## src/rtl/md_sequencer_if.sv

```systemverilog
// EX-stage <-> M-extension sequencer handshake: op request, flush, stall and result return.
interface md_sequencer_if #(
  parameter int XLEN = 32
);
  logic            start;
  logic [2:0]      funct3;
  logic [XLEN-1:0] rs1_val;
  logic [XLEN-1:0] rs2_val;
  logic            flush;
  logic            busy;
  logic            stall_req;
  logic            done;
  logic [XLEN-1:0] result;

  modport master (
    output start, funct3, rs1_val, rs2_val, flush,
    input  busy, stall_req, done, result
  );

  modport slave (
    input  start, funct3, rs1_val, rs2_val, flush,
    output busy, stall_req, done, result
  );
endinterface

```

## src/rtl/md_sequencer.sv

```systemverilog
// Iterative RV32M multiply/divide sequencer: one shift-add / restoring-subtract step per cycle.
// Optional macro MD_EARLY_OUT_EN: finish divide-by-zero, signed overflow and zero-operand multiply in one cycle.
module md_sequencer #(
  parameter int XLEN = 32
) (
  input  logic             clk,
  input  logic             rst_n,
  md_sequencer_if.slave    bus
);
  localparam int CW = $clog2(XLEN + 1);
  localparam logic [XLEN-1:0] MIN_NEG = {1'b1, {(XLEN-1){1'b0}}};

  typedef enum logic [1:0] {S_IDLE, S_RUN, S_FIX, S_DONE} state_t;

  state_t            state_q, state_d;
  logic [2:0]        funct3_q;
  logic [XLEN-1:0]   a_q, b_q;
  logic [2*XLEN-1:0] acc_q;
  logic [CW-1:0]     count_q;
  logic              neg_a_q, neg_b_q, div0_q, ovf_q;
  logic [XLEN-1:0]   result_q;

  // Operand decode on the incoming op
  logic            in_is_div, in_sa_en, in_sb_en, in_sa, in_sb;
  logic            in_div0, in_ovf, accept, early;
  logic [XLEN-1:0] in_mag_a, in_mag_b, early_res;

  assign in_is_div = bus.funct3[2];
  assign in_sa_en  = (bus.funct3 == 3'b000) || (bus.funct3 == 3'b001) || (bus.funct3 == 3'b010) ||
                     (bus.funct3 == 3'b100) || (bus.funct3 == 3'b110);
  assign in_sb_en  = (bus.funct3 == 3'b000) || (bus.funct3 == 3'b001) ||
                     (bus.funct3 == 3'b100) || (bus.funct3 == 3'b110);
  assign in_sa     = in_sa_en && bus.rs1_val[XLEN-1];
  assign in_sb     = in_sb_en && bus.rs2_val[XLEN-1];
  assign in_mag_a  = in_sa ? (~bus.rs1_val + 1'b1) : bus.rs1_val;
  assign in_mag_b  = in_sb ? (~bus.rs2_val + 1'b1) : bus.rs2_val;
  assign in_div0   = in_is_div && (bus.rs2_val == '0);
  assign in_ovf    = in_is_div && !bus.funct3[0] && (bus.rs1_val == MIN_NEG) && (bus.rs2_val == '1);
  assign accept    = (state_q == S_IDLE) && bus.start && !bus.flush;

`ifdef MD_EARLY_OUT_EN
  logic in_mul0;
  assign in_mul0 = !in_is_div && ((bus.rs1_val == '0) || (bus.rs2_val == '0));
  assign early   = in_div0 || in_ovf || in_mul0;
  always_comb begin
    early_res = '0;
    if (in_div0)
      early_res = bus.funct3[1] ? bus.rs1_val : '1;
    else if (in_ovf)
      early_res = bus.funct3[1] ? '0 : MIN_NEG;
  end
`else
  assign early     = 1'b0;
  assign early_res = '0;
`endif

  // One iteration of each datapath
  logic [XLEN:0]     mul_sum, div_shift, div_diff;
  logic [2*XLEN-1:0] mul_acc;
  logic              div_ge;
  logic [XLEN-1:0]   div_rem;

  assign mul_sum   = {1'b0, acc_q[2*XLEN-1:XLEN]} + (b_q[0] ? {1'b0, a_q} : '0);
  assign mul_acc   = {mul_sum, acc_q[XLEN-1:1]};
  assign div_shift = {acc_q[XLEN-1:0], a_q[XLEN-1]};
  assign div_diff  = div_shift - {1'b0, b_q};
  assign div_ge    = (div_shift >= {1'b0, b_q});
  assign div_rem   = div_ge ? div_diff[XLEN-1:0] : div_shift[XLEN-1:0];

  // Sign correction; divide special cases are forced independent of the magnitude path
  logic [2*XLEN-1:0] prod;
  logic [XLEN-1:0]   quo, rem, fix_res;

  assign prod = (neg_a_q ^ neg_b_q) ? (~acc_q + 1'b1) : acc_q;
  assign quo  = (neg_a_q ^ neg_b_q) ? (~a_q + 1'b1) : a_q;
  assign rem  = neg_a_q ? (~acc_q[XLEN-1:0] + 1'b1) : acc_q[XLEN-1:0];

  always_comb begin
    fix_res = '0;
    case (funct3_q)
      3'b000:                 fix_res = prod[XLEN-1:0];
      3'b001, 3'b010, 3'b011: fix_res = prod[2*XLEN-1:XLEN];
      3'b100, 3'b101:         fix_res = div0_q ? '1 : (ovf_q ? MIN_NEG : quo);
      default:                fix_res = ovf_q ? '0 : rem;
    endcase
  end

  always_comb begin
    state_d       = state_q;
    bus.stall_req = 1'b0;
    case (state_q)
      S_IDLE: if (accept) begin
        bus.stall_req = 1'b1;
        state_d       = early ? S_DONE : S_RUN;
      end
      S_RUN: begin
        bus.stall_req = 1'b1;
        if (count_q == CW'(1)) state_d = S_FIX;
      end
      S_FIX: begin
        bus.stall_req = 1'b1;
        state_d       = S_DONE;
      end
      default: state_d = S_IDLE;
    endcase
    if (bus.flush) state_d = S_IDLE;
  end

  always_ff @(posedge clk or negedge rst_n) begin
    if (!rst_n) state_q <= S_IDLE;
    else        state_q <= state_d;
  end

  always_ff @(posedge clk or negedge rst_n) begin
    if (!rst_n) begin
      funct3_q <= '0;
      a_q      <= '0;
      b_q      <= '0;
      acc_q    <= '0;
      count_q  <= '0;
      neg_a_q  <= 1'b0;
      neg_b_q  <= 1'b0;
      div0_q   <= 1'b0;
      ovf_q    <= 1'b0;
      result_q <= '0;
    end else begin
      case (state_q)
        S_IDLE: if (accept) begin
          funct3_q <= bus.funct3;
          a_q      <= in_mag_a;
          b_q      <= in_mag_b;
          neg_a_q  <= in_sa;
          neg_b_q  <= in_sb;
          div0_q   <= in_div0;
          ovf_q    <= in_ovf;
          acc_q    <= '0;
          count_q  <= CW'(XLEN);
          if (early) result_q <= early_res;
        end
        S_RUN: begin
          count_q <= count_q - 1'b1;
          if (funct3_q[2]) begin
            a_q   <= {a_q[XLEN-2:0], div_ge};
            acc_q <= {{XLEN{1'b0}}, div_rem};
          end else begin
            b_q   <= b_q >> 1;
            acc_q <= mul_acc;
          end
        end
        S_FIX: if (!bus.flush) result_q <= fix_res;
        default: ;
      endcase
    end
  end

  assign bus.busy   = (state_q != S_IDLE);
  assign bus.done   = (state_q == S_DONE);
  assign bus.result = result_q;
endmodule

```

## src/flat_wrapper.sv

```systemverilog
// flat-port wrapper written by rule: the top's interface ports become plain ports
module md_sequencer_flat 
#(
  parameter int XLEN = 32
)
  (clk, rst_n, bus_start, bus_funct3, bus_rs1_val, bus_rs2_val, bus_flush, bus_busy, bus_stall_req, bus_done, bus_result);
  md_sequencer_if #(.XLEN(XLEN)) bus_i ();
  input  logic clk;
  input  logic rst_n;
  input wire logic [$bits(bus_i.start)-1:0] bus_start;
  input wire logic [$bits(bus_i.funct3)-1:0] bus_funct3;
  input wire logic [$bits(bus_i.rs1_val)-1:0] bus_rs1_val;
  input wire logic [$bits(bus_i.rs2_val)-1:0] bus_rs2_val;
  input wire logic [$bits(bus_i.flush)-1:0] bus_flush;
  output wire logic [$bits(bus_i.busy)-1:0] bus_busy;
  output wire logic [$bits(bus_i.stall_req)-1:0] bus_stall_req;
  output wire logic [$bits(bus_i.done)-1:0] bus_done;
  output wire logic [$bits(bus_i.result)-1:0] bus_result;
  assign bus_i.start = bus_start;
  assign bus_i.funct3 = bus_funct3;
  assign bus_i.rs1_val = bus_rs1_val;
  assign bus_i.rs2_val = bus_rs2_val;
  assign bus_i.flush = bus_flush;
  assign bus_busy = bus_i.busy;
  assign bus_stall_req = bus_i.stall_req;
  assign bus_done = bus_i.done;
  assign bus_result = bus_i.result;
  md_sequencer #(.XLEN(XLEN)) u_core (.clk(clk), .rst_n(rst_n), .bus(bus_i));
endmodule
```

## config.mk

```make
export PLATFORM = sky130hd
export DESIGN_NAME = md_sequencer_flat
export DESIGN_NICKNAME = d
export VERILOG_FILES = /design/src/rtl/md_sequencer_if.sv /design/src/rtl/md_sequencer.sv /design/src/flat_wrapper.sv
export SDC_FILE = /design/constraint.sdc
export NUM_CORES = 1
export LEC_CHECK = 0
export ABC_AREA = 1
export CAP_MARGIN = 20
export CORE_UTILIZATION = 40
export CTS_CLUSTER_DIAMETER = 120
export DETAILED_ROUTE_END_ITERATION = 16
export HOLD_SLACK_MARGIN = 0.03
export PLACE_DENSITY = 0.54
export SETUP_SLACK_MARGIN = 0.4
export SLEW_MARGIN = 20
export SYNTH_ARGS = -nofsm -noshare
export SYNTH_HDL_FRONTEND = slang
export SYNTH_SLANG_ARGS = --single-unit
```

## constraint.sdc

```tcl
create_clock -name clk -period 3.4 [get_ports clk]
set_input_delay 0.68 -clock clk [delete_from_list [all_inputs] [get_ports clk]]
set_output_delay 0.68 -clock clk [all_outputs]
set_load 0.01 [all_outputs]
```

Word level (Yosys, flattened, before mapping) --
Cells that the tools add are included.
Cells by class: mux-type cells 28, bitwise gates (word level) 7, reduce and logical (&&, ||, !) cells 31, equal/unequal tests 20, magnitude comparators 1, add/subtract/negate cells 8
Operators with widths (number):
- $mux W32 | 13
- $mux W64 | 3
- $add A32 B1 Y32 const B | 4
- $not A32 Y32 | 4
- $pmux W32 S2 | 2
- $pmux W64 S2 | 1
- $pmux W32 S3 | 1
- $add A64 B1 Y64 const B | 1
- $eq A32 B32 Y1 const B | 2
- $not A64 Y64 | 1
- $add A32 B33 Y33 | 1
- $ge A33 B32 Y1 | 1
- $logic_not A32 Y1 | 1
- $sub A32 B32 Y32 | 1
- $eq A3 B3 Y1 const B | 4
- $pmux W6 S2 | 1
- $eq A3 B2 Y1 const B | 3
- $logic_and A1 B1 Y1 | 8
- $reduce_and A2 Y1 | 4
- $eq A3 B1 Y1 const B | 2
- $eq A6 B1 Y1 const B | 1
- $logic_not A3 Y1 | 2
- $logic_or A1 B1 Y1 | 6
- $mux W2 | 3
- other kinds (18) | 25
Word-level totals: bits of input ports 71, output and inout port bits 35, logic and storage cells 106, bits in registers 175

Longest topological paths before layout --
word-level depth 9, depth in mapped cells 17

Worst setup path before layout --
Ideal clock, no wire load.
path type flip-flop to flip-flop, from register u_core.b_q[0], to register u_core.acc_q[59], library setup time 0.127 ns, setup slack 0.898 ns, stages on the path, launching flop included 13, arrival time 2.375 ns, cells stage by stage dfrtp_1 -> clkbuf_1 -> nand2_1 -> inv_1 -> ha_1 -> inv_1 -> fa_1 -> o21ai_1 -> a21oi_1 -> o21ai_1 -> nand3_1 -> a21oi_1 -> o21ai_0
On the way: word-level cells in the longest chain between the ends 4
Ends and longest elaborated chain:
- start: declaration | RTL line md_sequencer.sv:17 | logic [XLEN-1:0] a_q, b_q;
- start signal: assignment | RTL line md_sequencer.sv:131 | b_q <= in_mag_b;
- start signal: assignment | RTL line md_sequencer.sv:146 | b_q <= b_q >> 1;
- $mux W32 | RTL line md_sequencer.sv:63 | assign mul_sum = {1'b0, acc_q[2*XLEN-1:XLEN]} + (b_q[0] ? {1'b0, a_q} : '0);
- $add A32 B33 Y33 | RTL line md_sequencer.sv:63
- $mux W64 | RTL line md_sequencer.sv:142 | if (funct3_q[2]) begin
- $pmux W64 S2 | RTL line md_sequencer.sv:127 | case (state_q)
- end signal: assignment | RTL line md_sequencer.sv:144 | acc_q <= {{XLEN{1'b0}}, div_rem};
- end signal: assignment | RTL line md_sequencer.sv:147 | acc_q <= mul_acc;
- end: declaration | RTL line md_sequencer.sv:18 | logic [2*XLEN-1:0] acc_q;
No other way between the ends. A chain may end at the register's enable or synchronous reset.

Final worst setup path --
from register u_core.acc_q[0], to register u_core.result_q[22], in the netlist u_core.bus.result[22]
On the way: word-level cells in the longest chain between the ends 5, elaborated cells on any way between the ends 8, those cells by class add/sub (2); mux (4); bitwise (2)
Ends and longest elaborated chain:
- $not A32 Y32 | RTL line md_sequencer.sv:76 | assign rem = neg_a_q ? (~acc_q[XLEN-1:0] + 1'b1) : acc_q[XLEN-1:0];
- $add A32 B1 Y32 | RTL line md_sequencer.sv:76
- $mux W32 | RTL line md_sequencer.sv:76
- $mux W32 | RTL line md_sequencer.sv:84 | default: fix_res = ovf_q ? '0 : rem;
- $pmux W32 S3 * | RTL line md_sequencer.sv:80 | case (funct3_q)
- end signal: assignment | RTL line md_sequencer.sv:138 | if (early) result_q <= early_res;
- end signal: assignment | RTL line md_sequencer.sv:150 | S_FIX: if (!bus.flush) result_q <= fix_res;
- end: declaration | RTL line md_sequencer.sv:21 | logic [XLEN-1:0] result_q;
Mark *: on every way between the ends. The rest lies on a longest branch, timed or not.

==> impl_metrics.tcl <==
set metrics [dict create \
    htreeDepth 4 \
    yosys-top-cells-area "dfrtp_1 23%, nand2_1 19%, inv_1 9.0%, nand3_1 8.2%, nor2_1 7.8%" \
    yosys.area_share.simple_pct 39.3 \
    met2_usage_pct 51.7 \
    cts_made_buffers 17 \
    yosysSeqAreaShare_pct 22.9 \
    gp_congestion 1.01 \
    synth_top_area_share_pct 22.9 \
    path_clk_slew_ns 0.08 \
    async_flop_share_pct 100 \
    io_buffers 105 \
    drt_pass1_iterations 11 \
    cts_num_sinks 175 \
    synth_nets 3473 \
    ff2ff_path_depth 13 \
    grt_use_met3_pct 4.05 \
    drc 1 \
    cts_buffer_depth 2 \
    post_cts_buffers 0 \
    design.die.area_um2 48700 \
    cts_tree "built" \
    r2r_end "u_core.bus.result[22]" \
    syn_inst 3324 \
    fin_crit_sh_pct 84.6 \
    setup_tns_ns 0 \
    drt_iter0_markers 2327 \
    syn-mean-instance-area_um2 5.76 \
    critPathCaptureType "flip-flop" \
    initial_utilization_pct 40.8 \
    yosys.area.top_type "dfrtp_1" \
    top_usage_layer "met2" \
    status "finished with violations" \
    grt_usage_pct 34.0 \
    cp-startpoint "u_core.acc_q[0]" \
    slew_viol_final 0 \
    viasPerCell 5.57 \
    power_density_nw_per_um2 1140 \
    synth_edf_count 0 \
    synth-adder-area-share_pct 5.18 \
    max_slew_margin_pct 34.6 \
    clk-insertion-delay-late_ns 0.51 \
    synth_compound_area_share_pct 17.0 \
    criticalPathCategory "flip-flop to flip-flop" \
    diodes 0 \
    worst_slew_pin_slew_ns 0.980 \
    fillers 5183 \
    dp_hpwl_um 66300 \
    die_x_um 221 \
    grt_pass1_wl_um 124000 \
    core_um2 46900 \
    synth-xor-area-share_pct 3.65 \
    ant_nets 0 \
    syn_to_final_growth_pct 12.2 \
    hold_class "input port to asynchronous set/reset pin" \
    drive_gt1_share_pct 4.10 \
    totalWireLength_um 82700 \
    worst_setup_path_start_kind "flip-flop" \
    fp.dieH_um 221 \
    cts_hold_buf 0 \
    violations "design-rule violations" \
    overflow 0 \
    cp.arrival_ns 3.26 \
    muxShareOfSynthArea_pct 0 \
    clockRootBuffer "clkbuf_16" \
    maxCapViolations 0 \
    first_global_vias 20400 \
    skew_ns 0.0144 \
    max_freq_ghz 0.348 \
    antenna_found_initial 1 \
    finalHoldViolations 0 \
    rsz0062_at_grt "false" \
    power.total_mw 24.4 \
    synth_warnings 0 \
    ff2ff_setup_slack_ns 0.52 \
    dr_total_vias 22300 \
    wl_per_cell_um 20.7 \
    io-pin-count 106 \
    critPathRequiredTime_ns 3.78 \
    num-nets-final 3530 \
    vdd_drop_max_mv 0.621 \
    synth.distinct_cells 47 \
    num_rows 79 \
    cp_max_fo 5 \
    reg2reg_from "u_core.acc_q[0]" \
    synth_flop_cell "dfrtp_1" \
    postSynthRegisterBits 175 \
    gr-usage-met1_pct 46.3 \
    setup_viol 0 \
    netlist_area_um2 19100 \
    cp-endpoint "u_core.bus.result[22]" \
    grt_max_degree 98 \
    p_leak_nw 10.8 \
    synth_top_family_by_area "simple AND/OR/NAND/NOR gates" \
    period_needed_ns 2.88 \
]
==> cell type report <==
| type | count | area [um2] | share of cell area (%) |
|---|---|---|---|
| Timing Repair Buffer | 153 | 1450 | 6.76 |
| Sequential cell | 175 | 4380 | 20.4 |
| Inverter | 472 | 1770 | 8.26 |
| Multi-Input combinational cell | 2562 | 12500 | 58.3 |
| Clock buffer | 17 | 425 | 1.98 |
| Tap cell | 607 | 759 | 3.54 |
| Clock inverter | 15 | 169 | 0.787 |
==> critical path, cell delays in order, from the launching register on <==
cell and delay (ns):
dfrtp_1 0.44, inv_1 0.11, ha_1 0.28, nand3_2 0.18, nor2_2 0.22, nand2_1 0.15
nor2_1 0.35, nand2_1 0.17, nand2_1 0.19, nand3_1 0.09, nand3_1 0.18, nand3_1 0.10
nor2_1 0.22, nor2_1 0.06
==> cells in the mapped netlist (16+ instances only) <==
library cell and number:
nand2_1 944, inv_1 461, nor2_1 400, nand3_1 312, o21ai_0 257, a21oi_1 241
dfrtp_1 175, ha_1 76, clkbuf_1 57, xor2_1 56, buf_2 45, nand4_1 45
o211ai_1 32, nor3_1 28, o21ai_1 20, xnor2_1 20, o22ai_1 18, nand3b_1 17
or2_2 16
==> state kept, by name, summed over array words and instances, names as in the netlist, 2 cells and up <==
| name | count |
|---|---|
| u_core.funct3_q | 3 |
| u_core.bus.result | 32 |
| u_core.count_q | 6 |
| u_core.a_q | 32 |
| u_core.acc_q | 64 |
| u_core.state_q | 2 |
| u_core.b_q | 32 |
==> timing repair <==
item | 4_1_cts | 5_1_grt
setup endpoints to repair | 1 | 35
pin swaps | 0 | 0
resized for setup | 3 | 2
==> through the flow <==
stage | setup slack (ns) | instance area (um2) | instances | hold slack (ns) | utilization [%]
after detailed placement | 0.303 | 20900 | 3969 | 0.473 | 44.5
after CTS | 0.474 | 21500 | 4001 | 0.180 | 45.8
final | 0.523 | 21500 | 4001 | 0.183 | 45.8
after global placement | 0.263 | 20900 | 3969 | 0.470 | 44.5
after floorplan | 0.898 | 19100 | 3324 | 0.384 | -
after global routing | 0.426 | 21500 | 4001 | 0.221 | 45.8
==> kinds of logic (layout without fill, tap and decap cells) <==
kind of cell	Yosys count	in the layout
simple gates	1798	1798
fa+ha+maj	78	78
xor+xnor	78	78
compound gates	608	608
flops	175	175
buf+inv	587	657
==> cell usage in the layout (no fill, tap or decap), types with 5 or more instances in the layout <==
cell type / count
a211oi_1: 5
a21o_1: 7
a21oi_1: 241
a31oi_1: 5
and2_1: 6
buf_4: 45
clkbuf_16: 17
clkdlybuf4s50_1: 103
dfrtp_1: 175
ha_1: 74
inv_1: 460
inv_2: 10
nand2_1: 944
nand3_1: 312
nand3b_1: 17
nand4_1: 45
nor2_1: 397
nor2_2: 11
nor2_4: 6
nor3_1: 28
nor4_1: 8
o211ai_1: 32
o21ai_0: 257
o21ai_1: 19
o21bai_1: 8
o221ai_1: 5
o22ai_1: 18
or2_2: 16
xnor2_1: 20
xor2_1: 56
==> metal layers <==
layer / part of all wire (%) / wire length (um)
met3: 5.7 / 4740
met1: 45 / 36900
met5: 0.016 / 13
met2: 44 / 36200
met4: 5.9 / 4880
==> where the power goes <==
part	leakage (nW)	switching, mW	internal (mW)
registers	2.16	1.39	3.04
clock network	0.284	1.11	0.987
logic	8.36	12.2	5.65
==> worst min path at each step <==
stage	startpoint	end	slack, ns	depth (start not counted)
2_1_floorplan	rst_n	u_core.a_q[0]	0.38	0
3_3_place_gp	u_core.b_q[30]	u_core.b_q[30]	0.47	2
3_5_place_dp	u_core.b_q[27]	u_core.b_q[27]	0.47	2
4_1_cts	rst_n	u_core.bus.result[11]	0.18	1
5_1_grt	rst_n	u_core.bus.result[24]	0.22	1
6_report	rst_n	u_core.bus.result[24]	0.18	1
No activity file was read; power rests on OpenSTA's default activity.
